File: src/rtl/debounce_pkg.sv
// Shared types and helpers for the input debouncer.
// Holds the per-channel FSM state encoding and the counter width rule.
// Imported by debounce_channel and input_debouncer.
package debounce_pkg;

  // Per-channel qualification state.
  typedef enum logic {
    DB_STABLE  = 1'b0,
    DB_PENDING = 1'b1
  } db_state_t;

  // Counter width: clog2 of the qualification length, never below one bit.
  // The counter only needs to reach STABLE_CYCLES-1, so clog2 is enough.
  function automatic int unsigned db_cnt_w(input int unsigned stable_cycles);
    int unsigned w;
    w = $clog2(stable_cycles);
    if (w < 1) begin
      w = 1;
    end
    return w;
  endfunction

endpackage

File: src/rtl/debounce_channel.sv
// Purpose: debounce one synchronized input bit and flag its accepted edges.
// Latency: q flips on the STABLE_CYCLES-th consecutive differing sample; pulses align with the new q.
// Backpressure: none; the channel consumes one sample per clock unconditionally.
// Optional feature macro: DEBOUNCE_EDGE_EN adds the rise/fall pulse registers and evt_nxt.
module debounce_channel
  import debounce_pkg::*;
#(
  parameter int unsigned STABLE_CYCLES = 16,
  parameter logic        RESET_BIT     = 1'b0
) (
  input  logic clk,
  input  logic reset,
  input  logic d_sync,
  output logic q
`ifdef DEBOUNCE_EDGE_EN
  ,
  output logic rise,
  output logic fall,
  output logic evt_nxt
`endif
);

  localparam int unsigned      CNT_W    = db_cnt_w(STABLE_CYCLES);
  localparam logic [CNT_W-1:0] CNT_ONE  = CNT_W'(1);
  localparam logic [CNT_W-1:0] CNT_LAST = CNT_W'(STABLE_CYCLES - 1);
  localparam bit               INSTANT  = (STABLE_CYCLES == 1);

  db_state_t        state_q, state_d;
  logic [CNT_W-1:0] cnt_q, cnt_d;
  logic             q_q, q_d;

  // Next-state logic: a sample matching q always drops back to STABLE with
  // no credit kept; a run of differing samples commits on its last count.
  always_comb begin
    state_d = state_q;
    cnt_d   = cnt_q;
    q_d     = q_q;
    if (state_q == DB_STABLE) begin
      if (d_sync != q_q) begin
        if (INSTANT) begin
          q_d = d_sync;
        end else begin
          state_d = DB_PENDING;
          cnt_d   = CNT_ONE;
        end
      end
    end else begin
      if (d_sync == q_q) begin
        state_d = DB_STABLE;
        cnt_d   = '0;
      end else if (cnt_q == CNT_LAST) begin
        q_d     = d_sync;
        state_d = DB_STABLE;
        cnt_d   = '0;
      end else begin
        cnt_d   = cnt_q + CNT_ONE;
      end
    end
  end

  // State, counter and debounced bit; reset discards any partial qualification.
  always_ff @(posedge clk) begin
    if (reset) begin
      state_q <= DB_STABLE;
      cnt_q   <= '0;
      q_q     <= RESET_BIT;
    end else begin
      state_q <= state_d;
      cnt_q   <= cnt_d;
      q_q     <= q_d;
    end
  end

  assign q = q_q;

`ifdef DEBOUNCE_EDGE_EN
  logic rise_q, rise_d;
  logic fall_q, fall_d;

  // An event is simply a committed change of q; direction picks the pulse.
  always_comb begin
    rise_d  = q_d & ~q_q;
    fall_d  = ~q_d & q_q;
    evt_nxt = q_d ^ q_q;
  end

  // Pulse registers so rise/fall appear in the same cycle as the new q.
  always_ff @(posedge clk) begin
    if (reset) begin
      rise_q <= 1'b0;
      fall_q <= 1'b0;
    end else begin
      rise_q <= rise_d;
      fall_q <= fall_d;
    end
  end

  assign rise = rise_q;
  assign fall = fall_q;
`endif

endmodule

File: src/rtl/input_debouncer.sv
// Purpose: per-bit debounce of a synchronized input bus with rise/fall/changed events.
// Latency: q updates STABLE_CYCLES edges after a new value first appears; all outputs registered.
// Backpressure: none; one sample per clock per channel, events are fire-and-forget pulses.
// Optional feature macro: DEBOUNCE_EDGE_EN enables rise/fall/changed; otherwise they are tied low.
module input_debouncer
  import debounce_pkg::*;
#(
  parameter int unsigned            WIDTH         = 4,
  parameter int unsigned            STABLE_CYCLES = 16,
  parameter logic [WIDTH-1:0]       RESET_VALUE   = '0
) (
  input  logic             clk,
  input  logic             reset,
  input  logic [WIDTH-1:0] d_sync,
  output logic [WIDTH-1:0] q,
  output logic [WIDTH-1:0] rise,
  output logic [WIDTH-1:0] fall,
  output logic             changed
);

`ifdef DEBOUNCE_EDGE_EN
  logic [WIDTH-1:0] evt_nxt;
  logic             changed_q, changed_d;
`endif

  // One independent channel per input bit.
  for (genvar i = 0; i < WIDTH; i++) begin : g_ch
    debounce_channel #(
      .STABLE_CYCLES (STABLE_CYCLES),
      .RESET_BIT     (RESET_VALUE[i])
    ) u_ch (
      .clk     (clk),
      .reset   (reset),
      .d_sync  (d_sync[i]),
      .q       (q[i])
`ifdef DEBOUNCE_EDGE_EN
      ,
      .rise    (rise[i]),
      .fall    (fall[i]),
      .evt_nxt (evt_nxt[i])
`endif
    );
  end

`ifdef DEBOUNCE_EDGE_EN
  // Reduce the channels' next-cycle events so changed lines up with rise/fall.
  always_comb begin
    changed_d = |evt_nxt;
  end

  // Single summary flag, one cycle per event cycle regardless of how many bits moved.
  always_ff @(posedge clk) begin
    if (reset) begin
      changed_q <= 1'b0;
    end else begin
      changed_q <= changed_d;
    end
  end

  assign changed = changed_q;
`else
  assign rise    = '0;
  assign fall    = '0;
  assign changed = 1'b0;
`endif

endmodule
File: config.mk
export PLATFORM = sky130hd
export DESIGN_NAME = input_debouncer
export DESIGN_NICKNAME = d
export VERILOG_FILES = /design/src/rtl/debounce_pkg.sv /design/src/rtl/debounce_channel.sv /design/src/rtl/input_debouncer.sv
export SDC_FILE = /design/constraint.sdc
export NUM_CORES = 1
export LEC_CHECK = 0
export CAP_MARGIN = 20
export CORE_UTILIZATION = 49
export DETAILED_ROUTE_END_ITERATION = 8
export GPL_TIMING_DRIVEN = 0
export MAX_ROUTING_LAYER = met4
export PLACE_DENSITY = 0.75
export SLEW_MARGIN = 20
export SYNTH_ARGS = -nofsm -noshare
export SYNTH_HDL_FRONTEND = slang
export SYNTH_SLANG_ARGS = --single-unit
File: constraint.sdc
create_clock -name clk -period 1.23 [get_ports clk]
set_clock_uncertainty 0.15 [all_clocks]
set_input_delay 0.1845 -clock clk [delete_from_list [all_inputs] [get_ports clk]]
set_output_delay 0.1845 -clock clk [all_outputs]
set_load 0.03 [all_outputs]
**Yosys cells after proc, flatten, opt, wreduce, memory -nomap -nowiden**

Cells that the tools add are included.

- Add/sub/neg operators: 4
- Eq/ne operators: 12
- Mux-type cells: 32
- Bitwise gates (word level): 4
- Reductions and logical operators: 8

Operator list:

| cell | number |
|---|---|
| 4-bit two-way mux | 16 |
| 4-bit by 1-bit adder with 4-bit output (second input constant) | 4 |
| 4-bit equality test (second input constant) | 4 |
| 1-bit two-way mux | 16 |
| 3-bit AND reduction | 4 |
| 2-bit nonzero test | 4 |
| 1-bit equality test | 4 |
| 1-bit != test | 4 |
| 1-bit NOT | 4 |

- Register bits: 24

**Depth between registers and ports, before layout**

- Depth in word-level cells: 4
- Depth in mapped cells: 5
- Mapped depth without buffers: 4

**Hierarchy**

Synthesis repeated with hierarchy kept, for this count alone.

- Cells, all modules: 138
- Area, all modules: 1202.4 um^2

By module, submodules not included:

| module | instances | cells each | area each (um^2) | sequential area each (um^2) |
|---|---|---|---|---|
| debounce_channel | 4 | 32 | 282.8 | 120.1 |
| input_debouncer | 1 | 10 | 71.3 | 0.0 |

**Least setup slack after synthesis**

No wires, ideal clock.

- Path type: register -> register
- Start point: reg g_ch[2].u_ch.cnt_q[0]
- End point: reg g_ch[2].u_ch.cnt_q[0]
- Arrival: 1002 ps
- Path slack: -1 ps
- Cell stages (with the launch flop): 4
- Period minus slack after synthesis: 1231 ps
- Cells stage by stage: dfxtp_1 > ha_1 > a31o_2 > a211oi_2

- Longest elaborated chain between the ends: 4
- Elaborated cells between the ends (all ways): 5
- Those cells by class: 1 x add/sub; 1 x eq/ne; 3 x mux

RTL lines:

| item | RTL line | text |
|---|---|---|
| from (decl) | debounce_channel.sv:29 | `logic [CNT_W-1:0] cnt_q, cnt_d;` |
| from (signal assigned) | debounce_channel.sv:69 | `cnt_q <= cnt_d;` |
| 4-bit by 1-bit adder with 4-bit output or 4-bit equality test (tied branches) | debounce_channel.sv:56, debounce_channel.sv:51 |  |
| 4-bit two-way mux * | debounce_channel.sv:51 | `end else if (cnt_q == CNT_LAST) begin` |
| 4-bit two-way mux * | debounce_channel.sv:48 | `if (d_sync == q_q) begin` |
| 4-bit two-way mux * | debounce_channel.sv:38 | `if (state_q == DB_STABLE) begin` |

Every way passes the cells marked *; elsewhere a longest branch is shown, timed or not.
A chain may end at the register's enable or synchronous reset.

**Worst setup path in the final report**

- Start point: reg g_ch[1].u_ch.q_q
- End point: out q[1]

RTL lines:

| item | RTL line | text |
|---|---|---|
| from (decl) | debounce_channel.sv:30 | `logic q_q, q_d;` |
| from (signal assigned) | debounce_channel.sv:70 | `q_q <= q_d;` |
| to (decl) | input_debouncer.sv:15 | `output logic [WIDTH-1:0] q,` |

No word-level cell between the ends.

==> summary.md <==
| Metric | Value |
|---|---|
| All-layer global routing usage | `just over 20%` |
| Worst Hold End | `g_ch[0].u_ch.cnt_q[0]$_SDFFE_PP0P_` |
| P_int | `~0.0010 W` |
| P_leak | `slightly below 0.8 nW` |
| Period utilisation layout | `105%` |
| Vias in the first global route | `1182` |
| Num CTS Buffers | `3` |
| WHS Path Cells | `3` |
| Ports | `19` |
| Worst Hold Slack | `153 ps` |
| Area of the core | `2780 sq um` |
| Async S/R FF share, synth | `0%` |
| Global route overflow | `0` |
| Commonest cells after routing, fill and taps aside | `21 x nand3_1, 18 x buf_4, 12 x dfxtp_1` |
| Final Slew Violations | `0` |
| R2r setup slk | `10 ps` |
| Largest net degree at the start of global routing | `13` |
| Post-synth EDFFs | `0` |
| Count of final setup violators | `7` |
| Reg-to-reg endpoint | `g_ch[0].u_ch.q$_SDFFE_PP0P_` |
| Synth Flop Type | `dfxtp_1` |
| Initial Util | `between 50% and 60%` |
| Clock transition at path regs | `130 ps` |
| Post-route insts no fill | `around 220` |
| Commonest non-fill, non-tap cell in the layout | `nand3_1` |
| Die ar. | `3170 sq um` |
| Sequential share of power | `56.5%` |
| Critical Path Fanout Max | `3` |
| Area Overhead vs Synth | `30.5%` |
| Mapped Area | `about 1400 sq um` |
| Chip width | `56.3 um` |
| Critical Path Stages | `2` |
| Residual DRC | `0` |
| CTS Buffer Depth | `2` |
| #FFs+latches synth | `24` |
| Hold_sp | `reset` |
| Post-route cell area | `1880 sq um` |
| Net switching power | `0.000403 W` |
| Buf+Inv Stages, Crit Path | `2` |
| CP Cell Sequence | `buf_6 > buf_6` |
| Wire length per cell | `14.5 um` |
| 1st-iter DRT viols | `52` |
| Sw Share | `between 20% and 30%` |
| Placed cell count | `between 200 and 250` |
| Min cycle time layout | `1290 ps` |
| Total wire length | `3160 um` |
| Startpoint types | `register` |
| DRT antenna net count | `0` |
| Sequential share of the synthesized area | `roughly a third` |
| Syn_area_per_cell | `about 9 sq um` |
| Peak supply drop | `522 uV` |
| RSZ-0062 raised after global routing | `true` |
| Cell Pwr Density | `753 nW/um^2` |
| Slowest cell delay on critical path | `420 ps` |
| Crit. End Element | `output pin` |
| Failing checks | `negative setup slack` |
| Outcome | `finished, violations left` |
| H-tree depth | `1` |
| DR vias | `1272` |
| Fill count | `207` |
| Gate power share | `about a fifth` |
| Fraction of layout cells with a size suffix above 1 | `about 45%` |
| IO Port Bufs | `8` |
| Hold Crit Class | `in -> reg` |
| FP Rows | `19` |
| Vias/cell | `5.83` |
| Max frequency | `between 0.7 and 0.8 GHz` |
| Synth Warn # | `0` |
| CP delay by family, top | `flip-flops` |
| Dpl ws | `-352 ps` |
| Initial DRT Pass Iterations | `4` |
| CTS tree | `done` |
| Crit path max-delay cell type | `dfxtp_4` |
| Clock root buffer | `clkbuf_4` |
| Final hold vios | `0` |
| Max-cap viol count | `0` |
| R2R depth | `4` |
| Clock sinks | `24` |
| WP data arrival | `950 ps` |
| Antenna Cells | `0` |
| Setup CP Type | `reg -> out` |
| Worst Setup SP | `g_ch[1].u_ch.q$_SDFFE_PP0P_` |
| Setup slack after layout | `-57.1 ps` |
| Reg area | `515 sq um` |
| Die height | `56.3 um` |
| Global-route wire length before repair | `4950 um` |
| Initial antenna violation count | `0` |
| Distinct cells, synth | `29` |
| Placed cell areas | `1600 sq um` |
| Critical Path RT | `roughly 900 ps` |
| Multi-input logic area | `between 900 and 1000 sq um` |
| Cell mode on critical path | `buf_6` |
| GP Congestion | `0.836` |
| Clk_lat worst skew | `~300 ps` |
| Final net count | `199` |
| RR Startpoint | `g_ch[0].u_ch.cnt_q[1]$_SDFFE_PP0P_` |
| Clk network pwr share | `about a quarter` |
| Cells after synthesis | `~160` |
| HPWL after detailed placement | `1920 um` |
[sequential cells by signal, summed over array words and instances (netlist names)]
name,cells
g_ch.u_ch.cnt_q,16
g_ch.u_ch.state_q,4
g_ch.u_ch.q,4
[worst max path at each step]
stage | endpoint | slack (ps)
floorplan | g_ch[1].u_ch.cnt_q[0]$_SDFFE_PP0P_ | 3
global placement | g_ch[1].u_ch.cnt_q[0]$_SDFFE_PP0P_ | -300
detailed placement | g_ch[1].u_ch.cnt_q[0]$_SDFFE_PP0P_ | -350
CTS | q[3] | -50
global route | q[1] | -90
finish | q[1] | -60
[per-layer routing]
| metal | track usage (%) | share of wire [%] |
|---|---|---|
| met2 | 36.7 | 53 |
| met3 | 2.53 | 2.7 |
| met4 | 8.01 | 1.3 |
| met1 | 22.5 | 43 |
| met5 | - | 0 |
[power groups by stage]
stage / Sequential (W) / Clock [W] / Combinational (W)
final: 0.000802 / 0.000341 / 0.000276
after global routing: 0.000805 / 0.000381 / 0.000297
after CTS: 0.000801 / 0.000363 / 0.000251
after detailed placement: 0.000833 / 0 / 0.000218
after global placement: 0.000832 / 0 / 0.000211
after floorplan: 0.000829 / 0 / 0.000173
[synthesized netlist by cell type (all sizes together) (2+ instances only)]
| library cell | count | area (sq um) |
|---|---|---|
| nand3 | 27 | 150 |
| dfxtp | 24 | 480 |
| buf | 19 | 128 |
| nor2 | 14 | 60.1 |
| a21oi | 8 | 51.3 |
| nor3b | 7 | 52.6 |
| nand4 | 5 | 31.3 |
| a211oi | 4 | 45.1 |
| and4b | 4 | 40.0 |
| ha | 4 | 50.1 |
| inv | 4 | 15.0 |
| mux2i | 4 | 40.0 |
| nand3b | 4 | 30.0 |
| nand4b | 4 | 35.0 |
| nor2b | 4 | 25.0 |
| o2111ai | 4 | 35.0 |
| xnor2 | 4 | 35.0 |
| xor2 | 4 | 65.1 |
| a31o | 3 | 26.3 |
| and3b | 3 | 30.0 |
| clkbuf | 2 | 8.75 |
[worst reg2reg max path, cell delays in order (launching register included)]
cell and delay [ps]:
dfxtp_4 400, ha_4 150, nand4_1 170, mux2i_1 200, nor2_1 50
[cell families (layout without fill, tap and decap cells)]
kind of cell / after synthesis / after routing / synth area share (%)
AO/OA/AOI/OAI: 19 / 19 / 10.9
XOR/XNOR: 8 / 8 / 6.93
adder cells (fa/ha/maj): 4 / 4 / 3.47
buffers and inverters: 25 / 46 / 10.5
flip-flops: 24 / 24 / 33.3
multiplexers: 4 / 4 / 2.77
other: 1 / 9 / 0.260
AND/OR/NAND/NOR: 73 / 73 / 31.9
[repair_timing]
item / 4_1_cts / 5_1_grt
setup endpoints to repair: 26 / 25
pin swaps: 1 / 6
gates resized for setup: 57 / 19
setup buffers: 7 / 3
hold buffers: 0 / 0
[layout make-up]
type	count	share of cell area, %
Buffer	21	8.30
Clock buffer	3	1.20
Inverter	4	0.797
Multi-Input combinational cell	117	51.3
Sequential cell	24	27.4
Tap cell	31	2.06
Timing Repair Buffer	18	8.96
[metrics by stage]
step / power [W] / TNS (ps) / utilization (%)
2_1_floorplan: 0.00100 / 0 / -
3_3_place_gp: 0.00104 / -6370 / 57.4
3_5_place_dp: 0.00105 / -7370 / 57.4
4_1_cts: 0.00141 / -209 / 63.3
5_1_grt: 0.00148 / -770 / 67.7
6_report: 0.00142 / -167 / 67.7
(Power assumes the default switching activity.)
